==> src/rtl/bus_port.sv <==
// bus_port: per-processor bus endpoint with a credit-throttled TX request FIFO and a counted RX delivery stream
module bus_port #(
    parameter  int NUM_PROC        = 4,
    parameter  int PORT_ID         = 0,
    parameter  int TX_DEPTH        = 4,
    parameter  int MAX_OUTSTANDING = 2,
    parameter  int RX_DEPTH        = 4,
    localparam int DEST_W          = $clog2(NUM_PROC) + 1,
    localparam int CNT_W           = $clog2(RX_DEPTH + 1)
) (
    input  logic              clk,
    input  logic              rst_l,
    input  logic              i_tx_valid,
    input  logic [DEST_W-1:0] i_tx_dest,
    output logic              o_tx_ready,
    output logic              o_bus_request,
    output logic [DEST_W-1:0] o_bus_request_dest,
    input  logic              i_bus_credit,
    input  logic              i_bus_avail,
    output logic              o_rx_valid,
    input  logic              i_rx_ready,
    output logic [CNT_W-1:0]  o_rx_count,
    output logic              o_tx_err,
    output logic              o_proto_err
);
    localparam int PW = $clog2(TX_DEPTH);
    localparam int OW = $clog2(TX_DEPTH + 1);
    localparam int CW = $clog2(MAX_OUTSTANDING + 1);

    typedef enum logic [1:0] {TX_IDLE, TX_ISSUE, TX_STALL} tx_state_t;

    tx_state_t         r_state;
    logic [DEST_W-1:0] r_mem [TX_DEPTH];
    logic [PW-1:0]     r_wr_ptr;
    logic [PW-1:0]     r_rd_ptr;
    logic [OW-1:0]     r_occ;
    logic [CW-1:0]     r_out;
    logic              r_avail_q;
    logic [CNT_W-1:0]  r_rx_count;
    logic [OW-1:0]     w_occ_nxt;
    logic [CW-1:0]     w_out_nxt;
    logic              w_accept;
    logic              w_legal;
    logic              w_push;
    logic              w_issue;
    logic              w_credit_err;
    logic              w_deliver;
    logic              w_consume;
    logic              w_rx_full;

    assign o_tx_ready   = r_occ < OW'(TX_DEPTH);
    assign w_legal      = (i_tx_dest < DEST_W'(NUM_PROC)) && (i_tx_dest != DEST_W'(PORT_ID));
    assign w_accept     = i_tx_valid && o_tx_ready;
    assign w_push       = w_accept && w_legal;
    // a credit arriving while stalled frees a slot for an issue at the same edge
    assign w_issue      = (r_state == TX_ISSUE) || ((r_state == TX_STALL) && i_bus_credit);
    assign w_credit_err = i_bus_credit && !w_issue && (r_out == '0);
    assign o_rx_valid   = r_rx_count != '0;
    assign o_rx_count   = r_rx_count;
    assign w_deliver    = i_bus_avail && !r_avail_q;
    assign w_consume    = o_rx_valid && i_rx_ready;
    assign w_rx_full    = r_rx_count == CNT_W'(RX_DEPTH);

    // next occupancy and outstanding count, used both for state update and state selection
    always_comb begin
        w_occ_nxt = r_occ + OW'(w_push) - OW'(w_issue);
        w_out_nxt = (w_issue && !i_bus_credit) ? r_out + 1'b1 :
                    (i_bus_credit && !w_issue && r_out != '0) ? r_out - 1'b1 : r_out;
    end

    // TX FIFO storage; contents are don't-care while the pointers mark it empty
    always_ff @(posedge clk) begin
        if (w_push) r_mem[r_wr_ptr] <= i_tx_dest;
    end

    // TX FSM: pointers, credit accounting, registered request pulse and tx error flag
    always_ff @(posedge clk or negedge rst_l) begin
        if (!rst_l) begin
            r_state            <= TX_IDLE;
            r_wr_ptr           <= '0;
            r_rd_ptr           <= '0;
            r_occ              <= '0;
            r_out              <= '0;
            o_bus_request      <= 1'b0;
            o_bus_request_dest <= '0;
            o_tx_err           <= 1'b0;
        end else begin
            r_wr_ptr           <= r_wr_ptr + PW'(w_push);
            r_rd_ptr           <= r_rd_ptr + PW'(w_issue);
            r_occ              <= w_occ_nxt;
            r_out              <= w_out_nxt;
            o_bus_request      <= w_issue;
            o_bus_request_dest <= w_issue ? r_mem[r_rd_ptr] : '0;
            o_tx_err           <= o_tx_err || (w_accept && !w_legal);
            r_state            <= (w_occ_nxt == '0) ? TX_IDLE :
                                  (w_out_nxt < CW'(MAX_OUTSTANDING)) ? TX_ISSUE : TX_STALL;
        end
    end

    // RX: count bus_avail rising edges, drain on handshake, flag lost deliveries and stray credits
    always_ff @(posedge clk or negedge rst_l) begin
        if (!rst_l) begin
            r_avail_q   <= 1'b0;
            r_rx_count  <= '0;
            o_proto_err <= 1'b0;
        end else begin
            r_avail_q   <= i_bus_avail;
            r_rx_count  <= (w_deliver && !w_consume && !w_rx_full) ? r_rx_count + 1'b1 :
                           (w_consume && !w_deliver) ? r_rx_count - 1'b1 : r_rx_count;
            o_proto_err <= o_proto_err || w_credit_err || (w_deliver && !w_consume && w_rx_full);
        end
    end
endmodule
==> config.mk <==
export PLATFORM = sky130hd
export DESIGN_NAME = bus_port
export DESIGN_NICKNAME = d
export VERILOG_FILES = /design/src/rtl/bus_port.sv
export SDC_FILE = /design/constraint.sdc
export NUM_CORES = 1
export LEC_CHECK = 0
export CORE_ASPECT_RATIO = 0.6
export CORE_MARGIN = 5
export CORE_UTILIZATION = 35
export DETAILED_ROUTE_END_ITERATION = 8
export DONT_BUFFER_PORTS = 1
export PLACE_DENSITY_LB_ADDON = 0.3
export SLEW_MARGIN = 0
export SYNTH_ARGS = -nofsm -noshare
export SYNTH_HDL_FRONTEND = slang
export SYNTH_SLANG_ARGS = --single-unit
==> constraint.sdc <==
create_clock -name clk -period 5.1 [get_ports clk]
set_input_delay 0.51 -clock clk [delete_from_list [all_inputs] [get_ports clk]]
set_output_delay 0.51 -clock clk [all_outputs]
set_load 0.03 [all_outputs]
==> results of run 1 <==
kinds of logic after synthesis:
family                   Yosys count  synth area share [%]
XOR/XNOR                           7                  4.01
flip-flops                        33                  57.9
adder cells (fa/ha/maj)            7                  6.70
multiplexers                       3                  4.42
buffers and inverters             11                  3.27
AO/OA/AOI/OAI                     16                  9.40
AND/OR/NAND/NOR                   34                  14.3
sequential cells by signal, indices dropped and copies added (netlist names):
register and cells:
r_state 2, o_bus_request 1, o_proto_err 1, r_occ 3, r_out 2, o_tx_err 1, r_mem 12, r_wr_ptr 2
r_rd_ptr 2, r_avail_q 1, o_bus_request_dest 3, o_rx_count 3
path summary, 6_finish.rpt:
path / endpoint / slack, ns
max in group asynchronous: r_wr_ptr[0]$_DFF_PN0_ / 3.71
min in group asynchronous: o_bus_request_dest[2]$_DFF_PN0_ / 0.82
setup / recovery: r_state[1]$_DFF_PN0_ / 2.27
setup reg to reg: r_state[1]$_DFF_PN0_ / 2.27
hold reg to reg: r_out[0]$_DFFE_PN0P_ / 0.47
hold / removal: r_avail_q$_DFF_PN0_ / 0.25
routing by layer:
metal / GRT usage, % / up-vias
met4: 7.39 / 0
met3: 4.40 / 6
met1: 14.6 / 412
li1: - / 407
met5: 0 / -
met2: 14.4 / 22
layout make-up:
class | instances | area share (%)
flip-flops and latches | 33 | 52.7
clock buffers | 6 | 4.32
clock inverters | 2 | 0.595
inverters | 9 | 2.01
multi-input cells | 67 | 35.3
well taps | 60 | 4.46
repair buffers | 1 | 0.595
where the power goes:
part / total, mW / switching [mW] / internal (mW) / leakage [nW]
registers: 0.508 / 0.148 / 0.360 / 0.356
clock network: 0.185 / 0.0902 / 0.0943 / 0.0450
logic: 0.355 / 0.179 / 0.176 / 0.267
total: 1.05 / 0.417 / 0.631 / 0.668
stage by stage:
step / cell area (µm²) / cells / utilization [%] / setup WS, ns
after floorplan: 1530 / 111 / - / 2.46
after global placement: 1590 / 169 / 38.1 / 2.26
after detailed placement: 1590 / 169 / 38.1 / 2.20
after CTS: 1680 / 178 / 40.4 / 2.19
after global routing: 1680 / 178 / 40.4 / 1.92
final: 1680 / 178 / 40.4 / 2.27
cell usage in the layout, fill, tap and decap left out, types with 4 or more instances in the layout:
| cell type | count |
|---|---|
| nand2_1 | 4 |
| inv_1 | 8 |
| dfrtp_1 | 21 |
| nor2_1 | 4 |
| ha_1 | 5 |
| xnor2_1 | 4 |
| clkbuf_8 | 5 |
| nand3_1 | 4 |
| edfxtp_1 | 12 |
worst reg2reg max path: stages, from the launching register on:
cell     delay, ns
dfrtp_1       0.41
and2b_2       0.27
a21oi_1       0.27
inv_1         0.13
ha_1          0.30
inv_1         0.06
ha_1          0.14
inv_1         0.05
fa_1          0.37
xnor2_1       0.20
xnor2_1       0.11
nor3_1        0.21
and2b_1       0.21
==> impl_metrics.tcl, run 1 <==
set metrics [dict create \
    portBuffers 0 \
    holdWs_ns 0.251 \
    netlist_area_um2 1530 \
    grt_util_all_layers_pct 10.9 \
    fin_crit_ns 2.83 \
    die_w_um 95.4 \
    yosysTopAreaCell "dfrtp_1" \
    gr-total-overflow 0 \
    peakVddDrop_mv 0.160 \
    cp_num_buf_inv 3 \
    ant_nets 0 \
    seq_area_um2 886 \
    cts_hold_buf 1 \
    syn2layout_area_growth_pct 9.89 \
    vias 847 \
    nFillCells 382 \
    crit_start "r_state[1]$_DFF_PN0_" \
    start_kind "flip-flop" \
    drive_gt1_share_pct 16.9 \
    finalCritPeriodShare_pct 55.5 \
    slowest_delay_ns 0.41 \
    setup_tns_ns 0 \
    worst_pin_slew_ns 0.934 \
    syn_area_per_cell_um2 13.8 \
    synth_seq_cells 33 \
    drt-met1-wl_um 1330 \
    synth_cells 111 \
    initial_core_util_pct 36.7 \
    required_ns 5.27 \
    post-dp-hpwl_um 2000 \
    firstDrtPassIters 4 \
    clk_latency_ns 0.28 \
    cp.arrival_ns 3.00 \
    nets 133 \
    core_um2 4170 \
    synthTopCellsByArea "dfrtp_1 (34%), edfxtp_1 (24%), mux4_2 (4.4%), ha_1 (4.1%), fa_1 (2.6%)" \
    dieArea_um2 5840 \
    setup_viol 0 \
    hold_viol 0 \
    maxSlewViolCount 0 \
    rsz0062_at_grt "false" \
    fp-row-count 18 \
    endpoint_kind "flip-flop" \
    drtIter0Drc 29 \
    ys_async_sr_fraction_pct 63.6 \
    post_cts_buffers 0 \
    synth_top_area_share_pct 34.3 \
    cp.depth 12 \
    htree_num_levels 2 \
    ioPinCount 20 \
    wl_met2_um 1090 \
    wl_per_cell_um 14.9 \
    n_antenna_cell 0 \
    cts_tree "done" \
    fin_skew_ns 0.00446 \
    highest_layer "met4" \
    via_per_inst 4.76 \
    wl_met3_um 183 \
    min_path_cells 0 \
    r2r_cells 12 \
    gp_congestion 0.729 \
    hold_start "i_bus_avail" \
    crit_path_max_fanout 6 \
    route.final.wire_length_um 2660 \
    synth_most_common_cell "dfrtp_1" \
    fmax_mhz 354 \
    path_cells "and2b_2 -> a21oi_1 -> inv_1 -> ha_1 -> inv_1 -> ha_1 -> inv_1 -> fa_1 -> xnor2_1 -> xnor2_1 -> nor3_1 -> and2b_1" \
    p_leak_nw 0.668 \
    grt_pass1_wl_um 4490 \
    crit_type "reg -> reg" \
    grt_max_degree 22 \
    drc 0 \
    ys_seq_area_share_pct 57.9 \
    hp-class "in -> reg" \
    timing.rr.start "r_state[1]$_DFF_PN0_" \
    ys_warn_count 0 \
    cts_resized 0 \
    synth.net_count 127 \
    critPathTopFamily "adder cells" \
    ys_dominant_reg_cell "dfrtp_1" \
    p_total_mw 1.05 \
    path_clk_slew_ns 0.07 \
    cts-root-buf "clkbuf_8" \
    cts_buffers 5 \
    multi_input_area_um2 594 \
    grt_pass1_vias 889 \
    die_h_um 61.2 \
    power_density_nw_per_um2 623 \
    clock_path_buffers 2 \
    cts_sinks 33 \
    yosys-top-cells-count "dfrtp_1 (21), edfxtp_1 (12), inv_1 (8)" \
    drv_cap 0 \
    maxSlewHeadroom_pct 37.5 \
    ys_types 45 \
    crit_path_frequent_cell "inv_1" \
    antenna_found_initial 0 \
    synth-edff-count 12 \
    status "complete, no violations" \
    cpMaxStageDelayCell "dfrtp_1" \
]
Note: power is estimated with default switching activity, not from simulation.
==> run 2: changes to the inputs <==
==> constraint.sdc (replaced) <==
create_clock -name clk -period 2.6 [get_ports clk]
set_input_delay 0.26 -clock clk [delete_from_list [all_inputs] [get_ports clk]]
set_output_delay 0.26 -clock clk [all_outputs]
set_load 0.03 [all_outputs]
==> run 2 against run 1 <==
  * Non-clock buffer count grew 9
  * First-iteration DRC count shrank 14%
  * Register-to-register slack lost 2.1 ns
  * Die area is the same
  * Clock skew grew 0.0018 ns
  * Cell count grew 5.1%
  * Fmax grew 15%
  * Critical path depth is the same
  * Cell area grew 7.5%
  * Critical path type unchanged
  * Critical endpoint unchanged
  * Largest cell class unchanged
==> impl_metrics.tcl, run 2 (same netlist as run 1, synthesis figures left out) <==
set metrics [dict create \
    gr-total-overflow 0 \
    regMostFlops "r_mem" \
    crit_type "reg -> reg" \
    die_h_um 61.2 \
    peakVddDrop_mv 0.350 \
    layout_common_cells "dfrtp_1 (21), edfxtp_1 (12), buf_4 (8), inv_1 (7), clkbuf_8 (6)" \
    drv_cap 0 \
    wl_per_cell_um 14.3 \
    route.final.wire_length_um 2680 \
    final_cell_count_no_fill 187 \
    setup_viol 0 \
    drtIter0Drc 25 \
    holdWs_ns 0.0716 \
    hold_viol 0 \
    drive_gt1_share_pct 26.8 \
    cts_buffers 5 \
    gp_congestion 0.679 \
    htree_num_levels 2 \
    path_clk_slew_ns 0.07 \
    fp-row-count 18 \
    syn2layout_area_growth_pct 18.2 \
    power_density_nw_per_um2 1300 \
    required_ns 2.77 \
    vias 908 \
    ioPinCount 20 \
    crit_path_max_fanout 3 \
    worst_pin_slew_ns 0.953 \
    clock_path_buffers 2 \
    largest_register_ffs 12 \
    maxSlewHeadroom_pct 36.2 \
    maxSlewViolCount 0 \
    post-dp-hpwl_um 2040 \
    portBuffers 0 \
    placedCellCount 175 \
    core_um2 4170 \
    grt_max_degree 22 \
    dieArea_um2 5840 \
    drc 0 \
    rsz0062_at_grt "false" \
    cts_sinks 33 \
    layout_commonest_cell "dfrtp_1" \
    firstDrtPassIters 4 \
    setup_ws_ns 0.138 \
    status "complete, no violations" \
    nets 142 \
    fin_skew_ns 0.00628 \
    start_kind "flip-flop" \
    via_per_inst 4.86 \
    p_leak_nw 0.730 \
    grt_pass1_wl_um 4540 \
    grt_util_all_layers_pct 10.6 \
    cts-root-buf "clkbuf_8" \
    post-place-ws_ns -0.0686 \
    cts_tree "done" \
    initial_core_util_pct 36.7 \
    antenna_found_initial 0 \
    grt_pass1_vias 983 \
    fmax_mhz 406 \
    fin_crit_ns 2.46 \
    hp-class "in -> reg" \
    endpoint_kind "flip-flop" \
    ant_nets 0 \
    cp.arrival_ns 2.63 \
    n_antenna_cell 0 \
    clk_latency_ns 0.28 \
    die_w_um 95.4 \
    finalCritPeriodShare_pct 94.7 \
]
-- run 2: cell count changes in the layout (fill, tap and decap cells not counted), sizes merged --
cell	change
bufinv	+1
clkinvlp	+1
buf	+8
clkinv	-2
dlygate4sd3	+1
-- run 2: through the flow --
| step | power [mW] | utilization [%] | setup TNS (ns) | area (µm²) |
|---|---|---|---|---|
| after floorplan | 1.55 | - | 0 | 1530 |
| after global placement | 1.72 | 39.2 | 0 | 1630 |
| after detailed placement | 1.78 | 39.2 | -0.0686 | 1630 |
| after CTS | 2.37 | 43.4 | 0 | 1810 |
| after global routing | 2.51 | 43.4 | 0 | 1810 |
| final | 2.35 | 43.4 | 0 | 1810 |
-- run 2: layout make-up --
| type | instances | area, µm² |
|---|---|---|
| well taps | 60 | 75.1 |
| multi-input cells | 67 | 613 |
| fillers | 385 | 2360 |
| clock buffers | 6 | 82.6 |
| repair buffers | 10 | 80.1 |
| clock inverters | 2 | 37.5 |
| flip-flops and latches | 33 | 886 |
| inverters | 9 | 33.8 |
-- run 2: critical path, cell delays in order (launching register included) --
cell and delay, ns:
dfrtp_1 0.37, and2b_2 0.24, a21oi_2 0.15, inv_2 0.06, ha_1 0.28, inv_1 0.06, ha_1 0.12, inv_1 0.05
fa_2 0.35, xnor2_2 0.15, xnor2_1 0.16, nor3_2 0.16, and2b_1 0.20
-- run 2: power breakdown --
part           total [mW]  switching (mW)  leakage [nW]  internal [mW]
Sequential          0.986           0.280         0.356          0.706
Combinational       0.871           0.416         0.316          0.455
Clock               0.492           0.181        0.0574          0.311
-- run 2: per-layer routing --
| metal | vias up | share of wire (%) | global-route usage, % |
|---|---|---|---|
| met3 | 4 | 7.5 | 4.88 |
| met4 | 0 | 1.9 | 5.54 |
| met1 | 443 | 49 | 13.7 |
| met5 | - | 0 | 0 |
| met2 | 34 | 42 | 15.1 |
| li1 | 427 | - | - |
-- run 2: worst paths after layout --
path	cells after the start	to	startpoint	slack [ns]
worst max-delay path	12	r_state[1]$_DFF_PN0_	r_state[0]$_DFF_PN0_	0.14
worst min-delay path	0	r_mem[1][1]$_DFFE_PP_	i_tx_dest[1]	0.07
worst max register to register	12	r_state[1]$_DFF_PN0_	r_state[0]$_DFF_PN0_	0.14
worst min register to register	1	r_out[0]$_DFFE_PN0P_	r_out[0]$_DFFE_PN0P_	0.48
max in group asynchronous	1	r_state[1]$_DFF_PN0_	rst_l	1.44
min in group asynchronous	1	r_rd_ptr[1]$_DFF_PN0_	rst_l	0.57
-- run 2: repair_timing --
| action | in CTS | in global routing |
|---|---|---|
| setup buffers | 2 | 0 |
| resized for setup | 4 | 1 |
| endpoints found under the setup margin | 1 | 2 |
| hold endpoints to repair | 22 | 0 |
| pin swaps | 1 | 2 |
| hold buffers | 2 | 0 |
==> run 3: changes to the inputs <==
--- a/config.mk
+++ b/config.mk
@@ -9,7 +9,6 @@
 export CORE_MARGIN = 5
 export CORE_UTILIZATION = 35
 export DETAILED_ROUTE_END_ITERATION = 8
-export DONT_BUFFER_PORTS = 1
 export PLACE_DENSITY_LB_ADDON = 0.3
 export SLEW_MARGIN = 0
 export SYNTH_ARGS = -nofsm -noshare
==> run 3 against run 2 <==
  * Sequential share of layout area down 5.3 points
  * Via count is 11% higher
  * Sequential cell count stayed put
  * Wire length grew 9.8%
  * Non-clock buffer count is 25 higher
  * Clock skew down 0.0010 ns
  * Register-to-register slack is essentially flat
  * Cell count up 13%
  * Fmax down 0.20%
  * Cell area is 12% higher
  * Critical path depth unchanged
  * Die area is the same
  * Critical endpoint unchanged
  * Largest power group is now combinational logic
  * Highest routed layer unchanged
==> impl_metrics.tcl, run 3 (same netlist as run 1, synthesis figures left out) <==
set metrics [dict create \
    status "complete, no violations" \
    cts_sinks 33 \
    firstDrtPassIters 4 \
    worst_pin_slew_ns 0.521 \
    cts_tree "done" \
    wl_met3_um 148 \
    initial_core_util_pct 36.7 \
    cts-root-buf "clkbuf_8" \
    r2r_cells 12 \
    layout_common_cells "dfrtp_1 (21), clkdlybuf4s50_1 (16), buf_4 (16), edfxtp_1 (12), inv_1 (7)" \
    holdWs_ns 0.325 \
    setup_tns_ns 0 \
    die_h_um 61.2 \
    p_leak_nw 0.831 \
    fmax_mhz 405 \
    cp.arrival_ns 2.64 \
    drc 0 \
    maxSlewHeadroom_pct 65.0 \
    power_density_nw_per_um2 1230 \
    cp_num_buf_inv 3 \
    hold_viol 0 \
    vias 1008 \
    path_cells "and2b_2 -> a21oi_2 -> inv_2 -> ha_4 -> inv_1 -> ha_1 -> inv_1 -> fa_2 -> xnor2_2 -> xnor2_2 -> nor3_2 -> and2b_1" \
    setup_ws_ns 0.133 \
    grt_pass1_vias 1065 \
    drt-met1-wl_um 1430 \
    drtIter0Drc 63 \
    cts_hold_buf 0 \
    fp-row-count 18 \
    start_kind "flip-flop" \
    ant_nets 0 \
    crit_start "r_state[1]$_DFF_PN0_" \
    slowest_delay_ns 0.40 \
    regMostFlops "r_mem" \
    nets 167 \
    largest_register_ffs 12 \
    crit_type "reg -> reg" \
    setup_viol 0 \
    r2r-end "r_state[1]$_DFF_PN0_" \
    antenna_found_initial 0 \
    portBuffers 19 \
    core_um2 4170 \
    grt_util_all_layers_pct 11.7 \
    via_per_inst 4.75 \
    critPathTopFamily "adder cells" \
    post-dp-hpwl_um 2250 \
    drive_gt1_share_pct 28.3 \
    fin_skew_ns 0.00524 \
    n_antenna_cell 0 \
    peakVddDrop_mv 0.326 \
    cts_buffers 5 \
    cpMaxStageDelayCell "dfrtp_1" \
    endpoint_kind "flip-flop" \
    layout_commonest_cell "dfrtp_1" \
    rrSetupSlack_ns 0.13 \
    wl_per_cell_um 13.9 \
    die_w_um 95.4 \
    route.final.wire_length_um 2950 \
    p_total_mw 2.48 \
    crit_path_max_fanout 3 \
    post-place-ws_ns -0.347 \
    htree_num_levels 2 \
    required_ns 2.77 \
    path_clk_slew_ns 0.07 \
    syn2layout_area_growth_pct 32.5 \
    drv_cap 0 \
    fin_crit_ns 2.47 \
    maxSlewViolCount 0 \
    clk_latency_ns 0.28 \
    ioPinCount 20 \
    dieArea_um2 5840 \
    clock_path_buffers 2 \
    hp-class "in -> async" \
    gr-total-overflow 0 \
    timing.rr.start "r_state[1]$_DFF_PN0_" \
    wl_met2_um 1350 \
    gp_congestion 0.772 \
    highest_layer "met4" \
    finalCritPeriodShare_pct 94.9 \
    grt_max_degree 22 \
    grt_pass1_wl_um 5010 \
]
## run 3: routing by layer
metal,GRT usage (%),vias to the layer above
met5,0,-
met4,3.08,0
met3,5.25,4
met2,17.7,24
met1,15.3,501
li1,-,479
## run 3: report_power, final
part	switching, mW	leakage (nW)	internal [mW]
Sequential	0.161	0.356	0.708
Combinational	0.595	0.432	0.660
Clock	0.180	0.0430	0.180
Total	0.936	0.831	1.55
## run 3: worst register-to-register path, cell delays in order (launching register included)
cell and delay (ns):
dfrtp_1 0.40, and2b_2 0.22, a21oi_2 0.17, inv_2 0.08, ha_4 0.23, inv_1 0.05, ha_1 0.13, inv_1 0.05
fa_2 0.37, xnor2_2 0.16, xnor2_2 0.15, nor3_2 0.15, and2b_1 0.20
## run 3: timing repair
action	4_1_cts	5_1_grt
endpoints found under the setup margin	1	2
gates resized for setup	8	4
buffers inserted	2	0
pin swaps	5	1
## run 3: layout make-up
cell class,count,area [µm²]
flip-flops and latches,33,886
inverters,9,33.8
multi-input cells,67,644
well taps,60,75.1
fillers,375,2140
repair buffers,35,307
clock buffers,5,68.8
clock inverters,3,12.5
## run 3: per-stage QoR
step / instance area [µm²] / cells / util (%)
detailed placement: 1880 / 202 / 45.2
floorplan: 1530 / 111 / -
CTS: 2010 / 212 / 48.3
global placement: 1880 / 202 / 45.2
finish: 2030 / 212 / 48.6
global route: 2030 / 212 / 48.6
## run 3: worst max path at each step
stage / end / slack (ns) / depth (start not counted)
after floorplan: r_state[1]$_DFF_PN0_ / 0.05 / 12
after global placement: r_state[1]$_DFF_PN0_ / -0.25 / 12
after detailed placement: r_state[1]$_DFF_PN0_ / -0.35 / 12
after CTS: r_state[1]$_DFF_PN0_ / 0.004 / 12
after global routing: r_state[1]$_DFF_PN0_ / -0.02 / 12
final: r_state[1]$_DFF_PN0_ / 0.13 / 12
